$ cat src/rtl/if_pkg.sv
// Shared types and constants for the instruction-fetch front end.
package if_pkg;

  typedef enum logic [1:0] {
    IDLE,
    WAIT,
    DRAIN
  } fetch_state_t;

  localparam logic [31:0] NOP_INST = 32'h0;
  localparam logic [31:0] PC_INC   = 32'd4;

  // Instruction addresses are word aligned; low two bits are discarded.
  function automatic logic [31:0] align_pc(input logic [31:0] pc);
    return {pc[31:2], 2'b00};
  endfunction

endpackage

$ cat src/rtl/if_perf_cnt.sv
// Delivered / discarded fetch-response counters, both wrapping modulo 2^32.
module if_perf_cnt
  import if_pkg::*;
(
  input  logic        clk,
  input  logic        rst,
  input  logic        fetch_inc_i,
  input  logic        kill_inc_i,
  output logic [31:0] fetch_cnt_o,
  output logic [31:0] kill_cnt_o
);

  logic [31:0] fetch_cnt_q, fetch_cnt_d;
  logic [31:0] kill_cnt_q, kill_cnt_d;

  assign fetch_cnt_d = fetch_inc_i ? fetch_cnt_q + 32'd1 : fetch_cnt_q;
  assign kill_cnt_d  = kill_inc_i  ? kill_cnt_q  + 32'd1 : kill_cnt_q;

  always_ff @(posedge clk or posedge rst) begin
    if (rst) begin
      fetch_cnt_q <= '0;
      kill_cnt_q  <= '0;
    end else begin
      fetch_cnt_q <= fetch_cnt_d;
      kill_cnt_q  <= kill_cnt_d;
    end
  end

  assign fetch_cnt_o = fetch_cnt_q;
  assign kill_cnt_o  = kill_cnt_q;

endmodule

$ cat src/rtl/if_fetch_unit.sv
// Instruction-fetch front end: PC, single-outstanding imem fetch, IF/ID output register.
// Define PERF_CNT_EN to instantiate the fetch/kill counters; otherwise they read as zero.
module if_fetch_unit
  import if_pkg::*;
#(
  parameter logic [31:0] RESET_PC = 32'h0000_0000
) (
  input  logic        clk,
  input  logic        rst,
  output logic        imem_req,
  output logic [31:0] imem_addr,
  input  logic        imem_rvalid,
  input  logic [31:0] imem_rdata,
  input  logic        stall,
  input  logic        redirect,
  input  logic [31:0] redirect_pc,
  output logic        valid_out,
  output logic [31:0] inst_out,
  output logic [31:0] pc_out,
  output logic        flush,
  output logic [31:0] fetch_cnt,
  output logic [31:0] kill_cnt
);

  fetch_state_t state_q, state_d;
  logic [31:0]  pc_q, pc_d;
  logic [31:0]  req_pc_q, req_pc_d;
  logic [31:0]  inst_q, inst_d;
  logic [31:0]  pc_out_q, pc_out_d;
  logic         valid_q, valid_d;
  logic         out_free;
  logic         load;
  logic [31:0]  target_pc;

  assign target_pc = align_pc(redirect_pc);
  // A request may only go out if its response is guaranteed an empty register.
  assign out_free  = !valid_q || !stall;

  // NOTE: every signal written here gets a default first, so no path leaves
  // a value unassigned and no latch is inferred.
  always_comb begin
    state_d  = state_q;
    pc_d     = pc_q;
    req_pc_d = req_pc_q;
    imem_req = 1'b0;
    load     = 1'b0;

    unique case (state_q)
      IDLE: begin
        if (redirect) begin
          pc_d = target_pc;
        end else if (out_free) begin
          imem_req = 1'b1;
          req_pc_d = pc_q;
          state_d  = WAIT;
        end
      end
      WAIT: begin
        if (imem_rvalid) begin
          state_d = IDLE;
          if (redirect) begin
            pc_d = target_pc;
          end else begin
            load = 1'b1;
            pc_d = pc_q + PC_INC;
          end
        end else if (redirect) begin
          pc_d    = target_pc;
          state_d = DRAIN;
        end
      end
      DRAIN: begin
        if (redirect)    pc_d    = target_pc;
        if (imem_rvalid) state_d = IDLE;
      end
      default: state_d = IDLE;
    endcase
  end

  always_comb begin
    valid_d  = valid_q;
    inst_d   = inst_q;
    pc_out_d = pc_out_q;
    if (redirect)                valid_d = 1'b0;
    else if (load)               valid_d = 1'b1;
    else if (valid_q && !stall)  valid_d = 1'b0;
    if (load) begin
      inst_d   = imem_rdata;
      pc_out_d = req_pc_q;
    end
  end

  // NOTE: sequential state uses non-blocking assignments so every register
  // samples the pre-edge values regardless of statement order.
  always_ff @(posedge clk or posedge rst) begin
    if (rst) begin
      state_q  <= IDLE;
      pc_q     <= RESET_PC;
      req_pc_q <= '0;
      valid_q  <= 1'b0;
      inst_q   <= NOP_INST;
      pc_out_q <= '0;
    end else begin
      state_q  <= state_d;
      pc_q     <= pc_d;
      req_pc_q <= req_pc_d;
      valid_q  <= valid_d;
      inst_q   <= inst_d;
      pc_out_q <= pc_out_d;
    end
  end

  assign imem_addr = pc_q;
  assign valid_out = valid_q;
  assign inst_out  = inst_q;
  assign pc_out    = pc_out_q;
  assign flush     = redirect;

`ifdef PERF_CNT_EN
  logic kill;
  // A response is thrown away if it meets a redirect in WAIT or lands in DRAIN.
  assign kill = imem_rvalid && ((state_q == WAIT && redirect) || state_q == DRAIN);

  if_perf_cnt u_perf_cnt (
    .clk         (clk),
    .rst         (rst),
    .fetch_inc_i (load),
    .kill_inc_i  (kill),
    .fetch_cnt_o (fetch_cnt),
    .kill_cnt_o  (kill_cnt)
  );
`else
  assign fetch_cnt = 32'h0;
  assign kill_cnt  = 32'h0;
`endif

endmodule

$ cat config.mk
export PLATFORM = sky130hd
export DESIGN_NAME = if_fetch_unit
export DESIGN_NICKNAME = d
export VERILOG_FILES = /design/src/rtl/if_pkg.sv /design/src/rtl/if_perf_cnt.sv /design/src/rtl/if_fetch_unit.sv
export SDC_FILE = /design/constraint.sdc
export NUM_CORES = 1
export LEC_CHECK = 0
export ABC_AREA = 1
export CORE_MARGIN = 4
export CORE_UTILIZATION = 50
export DETAILED_ROUTE_END_ITERATION = 12
export GPL_TIMING_DRIVEN = 0
export PLACE_DENSITY_LB_ADDON = 0.15
export REMOVE_ABC_BUFFERS = 1
export SYNTH_ARGS = -nofsm -noshare
export SYNTH_HDL_FRONTEND = slang
export SYNTH_SLANG_ARGS = --single-unit
$ cat constraint.sdc
create_clock -name clk -period 7.6 [get_ports clk]
set_clock_uncertainty 0.2 [all_clocks]
set_input_delay 1.52 -clock clk [delete_from_list [all_inputs] [get_ports clk]]
set_output_delay 1.52 -clock clk [all_outputs]
set_load 0.05 [all_outputs]
# ---- Word-level counts from Yosys, hierarchy flattened
# Index checks and enable logic that the tools add are counted.
dict set report word_totals {
  word_cells 43
  out_inout_bits 163
  ff_bits 131
  input_bits 69
}
dict set report op_classes {
  n_eq_ne 6
  bitwise_logic 1
  mux 19
  n_addsub 1
  n_reduce_logical 10
}
# op count
set ops {}
lappend ops {{$mux 32} 3}
lappend ops {{$pmux 32 s2} 1}
lappend ops {{$add 32x3->32 const B} 1}
lappend ops {{$mux 2} 5}
lappend ops {{$mux 1} 9}
lappend ops {{$ne 2x2->1 const B} 3}
lappend ops {{$pmux 2 s3} 1}
lappend ops {{$reduce_and 4->1} 1}
lappend ops {{$ne 3x3->1 const B} 1}
lappend ops {{$reduce_and 3->1} 1}
lappend ops {{$reduce_bool 3->1} 1}
lappend ops {{$eq 2x1->1 const B} 1}
lappend ops {{$eq 2x2->1 const B} 1}
lappend ops {{$logic_not 1->1} 2}
lappend ops {{$logic_not 2->1} 1}
lappend ops {{$reduce_bool 2->1} 1}
lappend ops {{$reduce_or 2->1} 1}
lappend ops {{$logic_and 1x1->1} 1}
lappend ops {{$logic_or 1x1->1} 1}
lappend ops {{$not 1->1} 1}

# ---- Longest topological paths before layout
dict set report depth {
  word_depth 5
  ltp_mapped 10
  ltp_nobuf 10
}

# ---- Worst setup path before layout
# OpenSTA, ideal clock, no wires.
dict set report synth_timing {
  path_type {input -> output}
  startpoint {input redirect}
  endpoint {output imem_req}
  required_ns 5.880
  cell_stages 4
  t_arrival_ns 2.228
  setup_slack_ns 3.652
  path_buffers 1
  path_cell_list {buf_2 clkinv_2 nand3_2 inv_1}
}
dict set report synth_via {
  elab_chain_cells 2
}
# item line
set synth_rtl {}
lappend synth_rtl {{from (decl)} if_fetch_unit.sv:15} ;# input logic redirect,
lappend synth_rtl {{$mux 1} if_fetch_unit.sv:50} ;# if (redirect) begin
lappend synth_rtl {{$mux 1} if_fetch_unit.sv:48} ;# unique case (state_q)
lappend synth_rtl {{to (decl)} if_fetch_unit.sv:10} ;# output logic imem_req,
# Every way passes these cells.

# ---- Worst setup path after layout
# Ends and elaborated chain as after synthesis.

==> results by group <==
Routing
  • Drt drc: 0
  • Wire per inst: 14.5 um
  • Vias: 6045
  • Wirelength, routed: 17.8 mm
  • Remaining antenna violation count: 0
  • Vias per inst: 4.93
  • DRT iter0 DRCs: 474
  • TritonRoute pass-1 iters: 5

Pwr
  • PD cells: 378 mW/mm^2
  • Lkg Pwr: 4.39 nW
  • IR drop worst, VDD: 0.000173 V

CTS
  • Clk root buf: clkbuf_16
  • Clock Sinks: 131
  • Clock tree buffer depth: 2
  • CTS buffer count: 17
  • CTS H-tree depth: 4
  • Number of hold buffers added after cts: 0
  • Clock transition at path regs: 50 ps
  • Clk_lat worst skew: 420 ps
  • Postcts setup bufs: 0
  • Post-CTS sizing: 0
  • CTS tree: done

Floorplan
  • Core Rows: 42
  • Die ar.: 0.0157 sq mm
  • CORE AREA: 0.0133 sq mm
  • Die height: 125 um
  • IO Count: 232
  • Starting Density: 0.514
  • Die width: 125 um

Setup path
  • Critical-path maximum fanout: 61
  • Crit path launch: redirect
  • R2R cell count: 6
  • Setup crit end: imem_req
  • Cell Chain, Critical Path: buf_2 > clkinv_2 > nand3_2 > inv_1 > clkdlybuf4s50_1
  • CP startpoint kind: input pin
  • Critical path's largest stage delay: 910 ps
  • FF-to-FF setup slack: 4340 ps
  • WS Path Type: in2out
  • Reg2reg start: state_q[0]$_DFFE_PP0P_
  • CP bufs+invs: 4
  • Critical Path Slowest Stage Cell: nand3_2
  • Reg2reg end: imem_addr[2]$_DFFE_PP0P_
  • Crit. End Element: primary output
  • Critical path's top delay family: buffers and inverters
  • CP Data Arrival Time: 4860 ps
  • Worst path required time: 5880 ps
  • Cell count along the critical path: 5

STA
  • Crit path time final: 6580 ps
  • Max Freq: 152 MHz
  • Fin crit share: 0.866
  • RSZ-0062 raised after global routing: no
  • Setup violators final: 0
  • Worst-Margin Slew: 1150 ps
  • Fin. max-slew vios: 0
  • Slew margin rel.: 0.232
  • Post-route setup slack: 1020 ps
  • Final hold vios: 0

Synthesis
  • Average cell area after synthesis: 7.72 sq um
  • Top-area cell type share of the netlist area: 0.478
  • Top cells by area, synth: dfrtp_1 48%, nand2_1 19%, buf_4 8.1%, o21ai_0 3.8%, inv_1 3.5%
  • Post-synth EDFFs: 0
  • Synth Cell Area: 0.00686 sq mm
  • Yosys top cell by area: dfrtp_1
  • Synthesized instance count: 889
  • Async SR Flop Fraction: 1.00
  • Synth Register Bits: 131
  • Part of the Yosys area used for sequential elements: 0.478
  • Syn. warnings: 0
  • Yosys cell types: 42
  • Main synth FF type: dfrtp_1

Place
  • Inst Count DP: 1195
  • Gp weighted congestion: 0.854
  • Dpl hpwl: 12.2 mm
  • Place WS: 1030 ps
  • Port-buffer cells: 165

Global route
  • Largest net degree at the start of global routing: 97
  • Overflow after GRT: 0
  • Initial antenna violation count: 0
  • Vias in the first global route: 5844
  • Total GRT Usage: 0.225
  • First-pass GRT wire length: 28.7 mm

Finish
  • Final layout net count: 1108
  • Antenna Cells: 0
  • Finished Layout Cells: 1227
  • Fillers: 1163
  • Most frequent cells in the layout: 352 x nand2_1, 164 x clkdlybuf4s50_1, 131 x dfrtp_1, 64 x conb_1, 63 x inv_1
  • Most common cell after layout, fill and taps aside: nand2_1
  • Area grow syn2layout: 29.4%
  • Layout cells sized above 1: 0.0618

Worst hold path
  • Worst Hold Class: reg2reg
  • Hold depth: 2

Status
  • Outcome: complete, no violations

Run
  • Max_cap viols: 0
## logic make-up (layout without fill, tap and decap cells)
family / after synthesis / in the layout / share of synthesized area
AO/OA/AOI/OAI: 93 / 93 / 0.0784
XOR/XNOR: 3 / 3 / 0.00383
adder cells (fa/ha/maj): 1 / 1 / 0.00182
buffers and inverters: 170 / 269 / 0.137
flip-flops: 131 / 131 / 0.478
other: 1 / 64 / 0.000546
AND/OR/NAND/NOR: 490 / 490 / 0.301
## worst min path at each step
stage | slack (ps) | endpoint | from
finish | 260 | pc_out[31]$_DFFE_PP0P_ | req_pc_q[31]$_DFFE_PP0P_
global route | 290 | pc_out[26]$_DFFE_PP0P_ | req_pc_q[26]$_DFFE_PP0P_
CTS | 260 | pc_out[13]$_DFFE_PP0P_ | req_pc_q[13]$_DFFE_PP0P_
detailed placement | 250 | pc_out[15]$_DFFE_PP0P_ | req_pc_q[15]$_DFFE_PP0P_
global placement | 250 | pc_out[15]$_DFFE_PP0P_ | req_pc_q[15]$_DFFE_PP0P_
floorplan | 240 | pc_out[0]$_DFFE_PP0P_ | req_pc_q[0]$_DFFE_PP0P_
## synthesized netlist by cell type (2+ instances only)
master / instances
inv_1: 64
o211ai_1: 5
clkbuf_1: 9
o21ai_1: 3
o21bai_1: 3
xor2_1: 3
a22oi_1: 2
nand2_1: 352
a21oi_1: 11
nor2_4: 6
nand3_2: 2
nand3_1: 35
a31oi_1: 8
buf_4: 74
o21ai_0: 52
nand4_1: 9
nor3_1: 8
nand2_4: 3
nor2_1: 59
buf_2: 16
inv_2: 6
o22ai_1: 2
nor2_2: 4
nand2_2: 5
dfrtp_1: 131
## metrics by stage
stage           util  power, mW  hold WS (ps)  cell area [sq um]  TNS (ps)
2_1_floorplan      -       2.09           242               6430         0
3_3_place_gp   0.622       2.59           251               8300      -185
3_5_place_dp   0.624       2.61           250               8330         0
4_1_cts        0.665       3.38           264               8880         0
5_1_grt        0.665       3.52           287               8880         0
6_report       0.665       3.36           262               8880         0
## sequential cells by signal (all words and copies together) (netlist names)
signal	cells
req_pc_q	32
valid_out	1
state_q	2
inst_out	32
imem_addr	32
pc_out	32
## power by group
group | switching [mW] | internal [mW] | leakage (nW)
combinational | 1.05 | 0.459 | 2.49
clock | 0.295 | 0.464 | 0.263
sequential | 0.156 | 0.934 | 1.63
## worst register-to-register path: cells and delay by family (launching register included)
| family | cells | cell delay, ps |
|---|---|---|
| flops | 1 | 600 |
| simple gates | 3 | 930 |
| buf+inv | 1 | 1080 |
| compound gates | 2 | 380 |
## final cells by class
type / count / area [sq um] / share of cell area
inverter: 71 / 273 / 0.0307
timing repair buffer: 166 / 1670 / 0.189
tap: 176 / 220 / 0.0248
sequential: 131 / 3280 / 0.369
clock buffer: 23 / 468 / 0.0527
multi-input combinational: 651 / 2880 / 0.325
clock inverter: 9 / 81.3 / 0.00916
## metal layers
| metal | global-route usage | vias to the layer above | wire (um) |
|---|---|---|---|
| met1 | 0.310 | 2800 | 8200 |
| met5 | 0 | - | 0 |
| li1 | - | 2965 | - |
| met2 | 0.348 | 256 | 7940 |
| met3 | 0.0554 | 24 | 1340 |
| met4 | 0.0829 | 0 | 316 |
Power figures use the tool's default switching activity.
